**src/rtl/reg_bank16_if.sv**
```systemverilog
// reg_bank16_if: bus bundle between the control path and the register bank.
//   master : drives write port (we/wa/wd), PC controls (pc_inc/pc_load/pc_val)
//            and reservation requests (rsv/rsv_a); observes bank state.
//   slave  : the register bank; exposes regs (R[n] at [16n+15:16n]), pc,
//            busy scoreboard and any_busy.
interface reg_bank16_if;
  logic         we;
  logic [3:0]   wa;
  logic [15:0]  wd;
  logic         pc_inc;
  logic         pc_load;
  logic [15:0]  pc_val;
  logic         rsv;
  logic [3:0]   rsv_a;
  logic [255:0] regs;
  logic [15:0]  pc;
  logic [15:0]  busy;
  logic         any_busy;

  modport master (
    output we, wa, wd, pc_inc, pc_load, pc_val, rsv, rsv_a,
    input  regs, pc, busy, any_busy
  );

  modport slave (
    input  we, wa, wd, pc_inc, pc_load, pc_val, rsv, rsv_a,
    output regs, pc, busy, any_busy
  );
endinterface

```
**src/rtl/reg_bank16.sv**
```systemverilog
// reg_bank16: 16 x 16-bit architectural register bank with busy scoreboard.
//   clk    : rising-edge clock
//   rst_n  : asynchronous active-low reset (R15 <- RESET_PC, rest and busy <- 0)
//   bus    : reg_bank16_if.slave (write port, PC controls, reservations,
//            flattened register outputs, busy/any_busy)
// R15 is the PC: pc_load beats a general write to 15, which beats pc_inc.
// With ZERO_R0=1, R0 and busy[0] are constant zero.
// All outputs are register Q values; there is no write-to-read bypass.

// One register plus its scoreboard bit.
module reg_bank16_cell #(
  parameter logic [15:0] RST_VAL = 16'h0000
) (
  input  logic        clk,
  input  logic        rst_n,
  input  logic        ld,
  input  logic [15:0] d,
  input  logic        set,
  input  logic        clr,
  output logic [15:0] q,
  output logic        b
);
  always_ff @(posedge clk or negedge rst_n) begin
    if (!rst_n) begin
      q <= RST_VAL;
      b <= 1'b0;
    end else begin
      if (ld) q <= d;
      // a reservation landing together with a write wins: result still pending
      b <= set | (b & ~clr);
    end
  end
endmodule

module reg_bank16 #(
  parameter logic [15:0] RESET_PC = 16'h0000,
  parameter bit          ZERO_R0  = 1'b1
) (
  input  logic          clk,
  input  logic          rst_n,
  reg_bank16_if.slave   bus
);
  logic [15:0][15:0] q;
  logic [15:0]       b;

  for (genvar n = 0; n < 16; n++) begin : g_lane
    if (n == 0 && ZERO_R0) begin : g_zero
      assign q[n] = '0;
      assign b[n] = 1'b0;
    end else begin : g_reg
      logic        hit;
      logic        ld;
      logic        clr;
      logic [15:0] d;
      assign hit = bus.we && (bus.wa == 4'(n));
      if (n == 15) begin : g_pc
        // pc_inc only advances; it is not a result write so busy is kept
        assign ld  = bus.pc_load | hit | bus.pc_inc;
        assign d   = bus.pc_load ? bus.pc_val :
                     hit         ? bus.wd     : q[15] + 16'd1;
        assign clr = bus.pc_load | hit;
      end else begin : g_gp
        assign ld  = hit;
        assign d   = bus.wd;
        assign clr = hit;
      end
      reg_bank16_cell #(.RST_VAL(n == 15 ? RESET_PC : 16'h0000)) u_cell (
        .clk   (clk),
        .rst_n (rst_n),
        .ld    (ld),
        .d     (d),
        .set   (bus.rsv && (bus.rsv_a == 4'(n))),
        .clr   (clr),
        .q     (q[n]),
        .b     (b[n])
      );
    end
  end

  assign bus.regs     = q;
  assign bus.pc       = q[15];
  assign bus.busy     = b;
  assign bus.any_busy = |b;
endmodule

```
**src/flat_wrapper.sv**
```systemverilog
// flat-port wrapper written by rule: the top's interface ports become plain ports
module reg_bank16_flat 
#(
  parameter logic [15:0] RESET_PC = 16'h0000,
  parameter bit          ZERO_R0  = 1'b1
)
  (clk, rst_n, bus_we, bus_wa, bus_wd, bus_pc_inc, bus_pc_load, bus_pc_val, bus_rsv, bus_rsv_a, bus_regs, bus_pc, bus_busy, bus_any_busy);
  reg_bank16_if bus_i ();
  input  logic clk;
  input  logic rst_n;
  input wire logic [$bits(bus_i.we)-1:0] bus_we;
  input wire logic [$bits(bus_i.wa)-1:0] bus_wa;
  input wire logic [$bits(bus_i.wd)-1:0] bus_wd;
  input wire logic [$bits(bus_i.pc_inc)-1:0] bus_pc_inc;
  input wire logic [$bits(bus_i.pc_load)-1:0] bus_pc_load;
  input wire logic [$bits(bus_i.pc_val)-1:0] bus_pc_val;
  input wire logic [$bits(bus_i.rsv)-1:0] bus_rsv;
  input wire logic [$bits(bus_i.rsv_a)-1:0] bus_rsv_a;
  output wire logic [$bits(bus_i.regs)-1:0] bus_regs;
  output wire logic [$bits(bus_i.pc)-1:0] bus_pc;
  output wire logic [$bits(bus_i.busy)-1:0] bus_busy;
  output wire logic [$bits(bus_i.any_busy)-1:0] bus_any_busy;
  assign bus_i.we = bus_we;
  assign bus_i.wa = bus_wa;
  assign bus_i.wd = bus_wd;
  assign bus_i.pc_inc = bus_pc_inc;
  assign bus_i.pc_load = bus_pc_load;
  assign bus_i.pc_val = bus_pc_val;
  assign bus_i.rsv = bus_rsv;
  assign bus_i.rsv_a = bus_rsv_a;
  assign bus_regs = bus_i.regs;
  assign bus_pc = bus_i.pc;
  assign bus_busy = bus_i.busy;
  assign bus_any_busy = bus_i.any_busy;
  reg_bank16 #(.RESET_PC(RESET_PC), .ZERO_R0(ZERO_R0)) u_core (.clk(clk), .rst_n(rst_n), .bus(bus_i));
endmodule
```
**config.mk**
```make
export PLATFORM = sky130hd
export DESIGN_NAME = reg_bank16_flat
export DESIGN_NICKNAME = d
export VERILOG_FILES = /design/src/rtl/reg_bank16_if.sv /design/src/rtl/reg_bank16.sv /design/src/flat_wrapper.sv
export SDC_FILE = /design/constraint.sdc
export NUM_CORES = 1
export LEC_CHECK = 0
export BUFFER_PORTS_ARGS = -buffer_cell sky130_fd_sc_hd__buf_2
export CAP_MARGIN = 10
export CORE_MARGIN = 2
export CORE_UTILIZATION = 30
export DETAILED_ROUTE_END_ITERATION = 8
export GPL_TIMING_DRIVEN = 0
export PLACE_DENSITY_LB_ADDON = 0.08
export SYNTH_ARGS = -nofsm -noshare
export SYNTH_HDL_FRONTEND = slang
export SYNTH_SLANG_ARGS = --single-unit
```
**constraint.sdc**
```tcl
create_clock -name clk -period 1.7 [get_ports clk]
set_input_delay 0.17 -clock clk [delete_from_list [all_inputs] [get_ports clk]]
set_output_delay 0.17 -clock clk [all_outputs]
set_load 0.02 [all_outputs]
```
# Word level (Yosys, flattened, before mapping)
# Index checks and enable logic that the tools add are counted.
[totals]
out_inout_bits = 289
in_bits = 46
regBits = 255
word_cells = 141
[op_classes]
reduce_logical = 31
n_addsub = 1
bitwise = 47
n_mux = 2
n_eq_ne = 30
[op_table]
columns = ["op", "n"]
rows = [
  ["$eq A4 B4 Y1 const B", 16],
  ["$eq A4 B3 Y1 const B", 8],
  ["$mux W16", 2],
  ["$logic_and A1 B1 Y1", 30],
  ["$or A1 B1 Y1", 17],
  ["$add A16 B1 Y16 const B", 1],
  ["$eq A4 B2 Y1 const B", 4],
  ["$and A1 B1 Y1", 15],
  ["$not A1 Y1", 15],
  ["$reduce_or A15 Y1", 1],
  ["$eq A4 B1 Y1 const B", 2],
]

# Depth between registers and ports, before layout
# Gate-level depths: netlist of the first run.
[logic_depth]
depth_word = 6
ltp_mapped = 7

# By module
# From an unflattened synthesis of the first run, not the netlist that was laid out.
[hier_totals]
hier_cells = 761
area_unflattened_um2 = 11566.1
[by_module_without_submodules]
columns = ["module", "seq_area_each_um2", "cells_per_inst", "instances", "area_per_inst_um2"]
rows = [
  ["reg_bank16_cell", 425.4, 37, 15, 685.7],
  ["reg_bank16", 0.0, 206, 1, 1281.2],
]

# Least setup slack after synthesis of the first run
# No wires, ideal clock.
[synth_path]
path_type = "register -> register"
from = "register u_core.g_lane[15].g_reg.u_cell.q[0]"
to = "register u_core.g_lane[15].g_reg.u_cell.q[10]"
t_arrival_ns = 1.571
path_slack_ns = 0.026
n_path_buf = 0
setup_time_ns = 0.104
path_stages_with_launch = 7
cell_sequence = "dfrtp_1 -> ha_1 -> nand4_1 -> nor2_1 -> and3_1 -> o22ai_1 -> a221oi_1"
[synth_via]
elab_chain_len = 3
[synth_lines]
columns = ["item", "line", "source"]
rows = [
  ["start, declared", "reg_bank16.sv:20", "output logic [15:0] q,"],
  ["start signal, assigned", "reg_bank16.sv:25", "q <= RST_VAL;"],
  ["start signal, assigned", "reg_bank16.sv:28", "if (ld) q <= d;"],
  ["$add A16 B1 Y16", "reg_bank16.sv:60", "hit ? bus.wd : q[15] + 16'd1;"],
  ["$mux W16", "reg_bank16.sv:60", ""],
  ["$mux W16", "reg_bank16.sv:59", "assign d = bus.pc_load ? bus.pc_val :"],
]
# Every way passes these cells.
# A chain may end at the register's enable or synchronous reset.

# Final worst setup path of the first run
[layout_path]
from = "register u_core.g_lane[14].g_reg.u_cell.b"
to = "output port bus_any_busy"
[layout_via]
elab_chain_len = 1
[layout_lines]
columns = ["item", "line", "source"]
rows = [
  ["start, declared", "reg_bank16.sv:21", "output logic b"],
  ["start signal, assigned", "reg_bank16.sv:30", "b <= set | (b & ~clr);"],
  ["$reduce_or A15 Y1", "reg_bank16.sv:83", "assign bus.any_busy = |b;"],
  ["end, declared", "flat_wrapper.sv:22", "output wire logic [$bits(bus_i.any_busy)-1:0] bus_any_busy;"],
]
# Every way passes these cells.

==> results.cfg, run 1 <==
[run_status]
status = complete, but fails checks
violations = setup timing

[placed_design]
hpwl_um = 24000
post-place-ws_ns = -0.331
io_buffers = 313
dp_cells = 1540
placed_area_mm2 = 0.0129
place_congestion = 0.803

[detailed_routing]
wirelength_um = 33300
drc_errors = 0
dr.pass1.iters = 4
viasPerCell = 4.56
post_drt_wl_per_cell_um = 20.3
ant_nets = 0
drtIter0Drc = 207
num_vias = 7469

[cts]
htreeDepth = 1
cts_sinks = 255
numCtsBuffers = 30
clockBufferDepth = 3
cts-root-buf = clkbuf_16
clkTransAtPathRegs_ns = 0.06
tritoncts = yes
worstSkewPairLatency_ns = 0.54

[timing]
skew_ns = 0.00604
finalCriticalPeriod_ns = 1.73
rsz0062_at_grt = true
relSlewSlack_pct = 50.8
fmax_mhz = 579
worstMarginPinSlew_ns = 0.734
finalHoldViolCount = 0
fin_crit_sh_pct = 102
final_max_slew_viol_count = 0
layout_setup_ws_ns = -0.0267
setup_violations = 1

[global_routing]
grt_pass1_vias = 7606
grt_max_degree = 105
grt_first_pass_wirelength_um = 49200
top_usage_layer = met2
grt_util_met1_pct = 23.0
antenna_found_initial = 2
met2_usage_pct = 29.5
grt_use_met3_pct = 4.73
grt.total_usage_pct = 17.6
grt_overflow = 0

[power_and_ir_drop]
pwr-share-comb_pct = 28.0
intPower_mw = 13.8
power_mw = 20.6
power.net_switching_mw = 6.81
p_seq_share_pct = 39.8
irDropWorstVdd_uv = 873
clockPowerShare_pct = 32.1
switching_share_pct = 33.1
powerDensity_mw_per_mm2 = 1430
p_leak_nw = 6.96

[floorplan]
die_area_mm2 = 0.0370
placementRows = 68
io_pins = 335
die_y_um = 192
core_area_mm2 = 0.0347
die_width_um = 192
start_util_pct = 30.7

[yosys]
yosysTopAreaCellShare_pct = 60.0
synth_edf_count = 0
synth.distinct_cells = 53
syn-mean-instance-area_um2 = 14.1
synth.area.top_cells = dfrtp_1 (60%), mux2_2 (23%), buf_4 (4.1%), nand2_1 (0.95%), o21ai_0 (0.89%)
synth_cells = 754
yosysWarnings = 0
yosys.area.top_type = dfrtp_1
synthArstFlopShare_pct = 100
ys_ff_latch = 255
synth_ff_type = dfrtp_1
seq_area_frac_synth_pct = 60.0
netlist_area_mm2 = 0.0106

[critical_path]
reg2reg_slack_ns = 0.06
cp.arrival_ns = 1.56
cp-startpoint = u_core.g_lane[14].g_reg.u_cell.b
startpoint_type = register
r2r_cells = 5
critPathMaxFanout = 2
crit_required_ns = 1.53
timing.rr.start = u_core.g_lane[15].g_reg.u_cell.q[10]
endpoint = bus_any_busy
r2r_end = u_core.g_lane[15].g_reg.u_cell.q[13]
path_class = reg2out
cp-end-kind = output pin

[flow_run]
drv_cap = 0

[layout]
drive_gt1_share_pct = 59.5
final_area_mm2 = 0.0144
fin_cells = 1639
nets = 1207
syn2layout_area_growth_pct = 35.4

[hold_path]
hold_class = in2reg
## per-stage QoR
step / util, % / TNS [ns] / hold slack, ns
after floorplan: - / 0 / -0.126
after global placement: 37.0 / -1194.74 / 0.385
after detailed placement: 37.2 / -20.65 / 0.240
after CTS: 41.3 / -0.0830 / 0.00701
after global routing: 41.5 / -0.152 / 0.00922
final: 41.5 / -0.0267 / 0.0250
## routing by layer
layer  up-vias  share of wire [%]
met1      3762                 43
met4         2                1.4
li1       3419                  -
met2       251                 48
met3        35                7.6
met5         -              0.039
## sequential cells by signal, indices dropped and copies added (netlist names)
signal                        flops
u_core.g_lane.g_reg.u_cell.q    240
u_core.g_lane.g_reg.u_cell.b     15
## Yosys cell counts, drive strengths merged, types with 2 or more instances
| cell type | number |
|---|---|
| nor3b | 2 |
| nand3b | 3 |
| dfrtp | 255 |
| o21ai | 19 |
| nand2 | 29 |
| mux2i | 3 |
| nand2b | 6 |
| nor4 | 7 |
| nand3 | 7 |
| a21oi | 12 |
| a311oi | 2 |
| nand4 | 7 |
| xor2 | 5 |
| a32o | 2 |
| xnor2 | 4 |
| buf | 72 |
| o31ai | 5 |
| and3 | 4 |
| a221o | 2 |
| a221oi | 3 |
| o22ai | 5 |
| nor3 | 14 |
| mux2 | 224 |
| o211ai | 3 |
| nor2 | 16 |
| a2bb2oi | 2 |
| inv | 9 |
| clkbuf | 22 |
## repair_timing
action / 4_1_cts / 5_1_grt
gates resized for setup: 9 / 9
endpoints found under the hold margin: 158 / 0
buffers inserted: 3 / 6
pin swaps: 2 / 3
hold buffers: 35 / 0
setup endpoints to repair: 7 / 8
## power by group through the flow
stage | registers (mW) | logic [mW] | clock network [mW]
floorplan | 9.85 | 1.81 | 0
global placement | 8.24 | 5.72 | 0
detailed placement | 8.28 | 5.75 | 0
CTS | 8.21 | 5.84 | 6.84
global route | 8.39 | 6.18 | 7.09
finish | 8.20 | 5.77 | 6.61
## cell type report
cell class                 instances  area [µm²]
fill                            3415       20300
sequential                       255        6390
multi-input combinational        412        3750
timing repair buffer             358        2040
clock buffer                      40         870
buffer                            94         596
tap                              455         569
clock inverter                    15         158
inverter                           9        33.8
antenna                            1        2.50
## cells in the final DEF, fill, tap and decap left out, types with 6 or more instances in the layout
cell type and n:
clkbuf_8 6, clkbuf_1 24, dfrtp_2 6, a21oi_1 12
buf_4 68, dfrtp_1 249, buf_2 323, dlygate4sd3_1 34
inv_1 9, nand2b_1 6, conb_1 17, clkbuf_16 31
nand2_1 26, nor2_1 10, nand4_1 6, clkinv_2 9
mux2_2 222, o21ai_0 19, nor3_1 8
## cells by family (layout without fill, tap and decap cells)
| kind of cell | count (synthesis) | count (layout) | share of synthesized area (%) |
|---|---|---|---|
| other cells | 1 | 18 | 0.0352 |
| compound gates | 60 | 60 | 3.66 |
| fa+ha+maj | 1 | 1 | 0.118 |
| xor+xnor | 9 | 9 | 0.741 |
| simple gates | 98 | 98 | 5.59 |
| buf+inv | 103 | 516 | 5.90 |
| flops | 255 | 255 | 60.0 |
| mux | 227 | 227 | 24.0 |
## worst min-delay path by stage
stage                   start                                    to  slack (ns)  depth (start not counted)
2_1_floorplan           rst_n      u_core.g_lane[10].g_reg.u_cell.b       -0.13                          0
3_3_place_gp   bus_pc_val[12]  u_core.g_lane[15].g_reg.u_cell.q[12]        0.38                          3
3_5_place_dp            rst_n   u_core.g_lane[14].g_reg.u_cell.q[4]        0.24                          1
4_1_cts             bus_wd[9]   u_core.g_lane[12].g_reg.u_cell.q[9]       0.007                          2
5_1_grt             bus_wd[9]   u_core.g_lane[10].g_reg.u_cell.q[9]       0.009                          2
6_report            bus_wd[9]   u_core.g_lane[12].g_reg.u_cell.q[9]        0.02                          2
## worst max-delay path, cell delays in order (launching register included)
cell and delay, ns:
dfrtp_1 0.41, nor4_4 0.30, nand4_1 0.12, buf_4 0.18
(Power assumes the default switching activity.)
==> run 2: changes to the inputs <==
--- a/config.mk
+++ b/config.mk
@@ -12,6 +12,7 @@
 export DETAILED_ROUTE_END_ITERATION = 8
 export GPL_TIMING_DRIVEN = 0
 export PLACE_DENSITY_LB_ADDON = 0.08
+export RECOVER_POWER = 50
 export SYNTH_ARGS = -nofsm -noshare
 export SYNTH_HDL_FRONTEND = slang
 export SYNTH_SLANG_ARGS = --single-unit
==> run 2 against run 1 <==
  * Die area did not move
  * Routed wire length about the same
  * Non-clock buffer count did not move
  * Sequential power hardly changed
  * The run still ends with setup timing left
  * Register-to-register slack about the same
==> results.cfg, run 2 (synthesized netlist as in run 1, its figures left out) <==
[global_routing]
antenna_found_initial = 2
grt_first_pass_wirelength_um = 49200
grt.total_usage_pct = 17.6
grt_max_degree = 105
grt_pass1_vias = 7606
grt_overflow = 0

[layout]
mostFrequentLayoutCells = buf_2 (251), dfrtp_1 (249), mux2_2 (222)
reg.largest.list = u_core.g_lane.g_reg.u_cell.q (240), u_core.g_lane.g_reg.u_cell.b (15)
syn2layout_area_growth_pct = 33.9
nets = 1207
drive_gt1_share_pct = 53.3
utilization_pct = 41.0
largest_register_ffs = 240
regMostFlops = u_core.g_lane.g_reg.u_cell.q
layout_commonest_cell = buf_2

[cts]
tritoncts = yes
clockBufferDepth = 3
worstSkewPairLatency_ns = 0.54
cts-root-buf = clkbuf_16
numCtsBuffers = 30
cts_sinks = 255
htreeDepth = 1
clkTransAtPathRegs_ns = 0.06

[flow_run]
drv_cap = 0

[timing]
finalCriticalPeriod_ns = 1.74
hold_slack_ns = 0.0209
rsz0062_at_grt = true
layout_setup_ws_ns = -0.0407
fmax_mhz = 574
setup_tns_ns = -0.0407
worstMarginPinSlew_ns = 0.867
fin_crit_sh_pct = 102
final_max_slew_viol_count = 0
relSlewSlack_pct = 42.0
finalHoldViolCount = 0
setup_violations = 1
skew_ns = 0.00658

[detailed_routing]
ant_nets = 0
wirelength_um = 33300
met1Wirelength_um = 14300
drc_errors = 0
routed-wl-met3_um = 2500
dr.pass1.iters = 4
route.met2.wl_um = 16000
maxUsedRoutingLayer = met5
num_vias = 7456
post_drt_wl_per_cell_um = 20.3
drtIter0Drc = 214
viasPerCell = 4.55

[critical_path]
cp.arrival_ns = 1.57
crit_required_ns = 1.53
path_class = reg2out
startpoint_type = register
cp-end-kind = output pin
critPathMaxFanout = 2

[hold_path]
hold_class = in2reg

[floorplan]
placementRows = 68
die_width_um = 192
start_util_pct = 30.7
io_pins = 335
die_area_mm2 = 0.0370
core_area_mm2 = 0.0347
die_y_um = 192

[placed_design]
place_congestion = 0.803
post-place-ws_ns = -0.331
io_buffers = 313
hpwl_um = 24000

[power_and_ir_drop]
powerDensity_mw_per_mm2 = 1440
p_leak_nw = 6.72
irDropWorstVdd_uv = 865

[run_status]
violations = setup timing
status = complete, but fails checks
run 2: changes by cell type in the layout (fill, tap and decap cells not counted), moves of 2 or more:
cell      delta
nor2_1       +3
nor3_4       -3
clkbuf_2     +6
buf_2       -72
buf_4        -3
nor2_2       -2
buf_16       -2
nor3_2       +3
clkbuf_1    +70
run 2: critical path: stages (launching register included):
cell and delay, ns:
dfrtp_1 0.41, nor4_4 0.31, nand4_1 0.12, buf_4 0.19
run 2: final cells by class:
class | instances | area (µm²)
buffer | 94 | 574
timing repair buffer | 358 | 1930
clock buffer | 40 | 870
multi-input combinational | 412 | 3720
clock inverter | 15 | 158
inverter | 9 | 33.8
sequential | 255 | 6390
tap | 455 | 569
antenna | 1 | 2.50
fill | 3447 | 20500
run 2: power by group:
part / switching [mW] / internal, mW
combinational: 3.45 / 2.21
clock: 2.59 / 4.02
sequential: 0.767 / 7.44
run 2: routing by layer:
metal | vias to the layer above | track usage, %
met4 | 2 | 3.26
met1 | 3748 | 23.0
met2 | 256 | 29.5
met5 | - | 0
met3 | 35 | 4.73
li1 | 3415 | -
run 2: stage by stage:
stage	std cells	instance area [µm²]	total power, mW
after floorplan	770	10700	11.7
after global placement	1538	12800	14.0
after detailed placement	1540	12900	14.0
after CTS	1633	14300	20.9
after global routing	1638	14200	21.6
final	1639	14200	20.5
run 2: path summary, 6_finish.rpt:
| kind | start | end | slack [ns] | cells past startpoint |
|---|---|---|---|---|
| max | u_core.g_lane[14].g_reg.u_cell.b | bus_any_busy | -0.04 | 3 |
| min reg2reg | u_core.g_lane[8].g_reg.u_cell.q[1] | u_core.g_lane[8].g_reg.u_cell.q[1] | 0.49 | 1 |
| max reg2reg | u_core.g_lane[15].g_reg.u_cell.q[0] | u_core.g_lane[15].g_reg.u_cell.q[13] | 0.06 | 6 |
| min | bus_wd[9] | u_core.g_lane[12].g_reg.u_cell.q[9] | 0.02 | 2 |
| min in group asynchronous | rst_n | u_core.g_lane[14].g_reg.u_cell.q[4] | 0.21 | 2 |
| max in group asynchronous | rst_n | u_core.g_lane[15].g_reg.u_cell.q[6] | 0.22 | 3 |
run 2: timing repair:
action                     in CTS  in global routing
buffers inserted                3                  6
pin swaps                       2                  3
setup endpoints to repair       7                  8
hold endpoints to repair      158                  0
hold buffers                   35                  0
gates resized for setup         9                  9
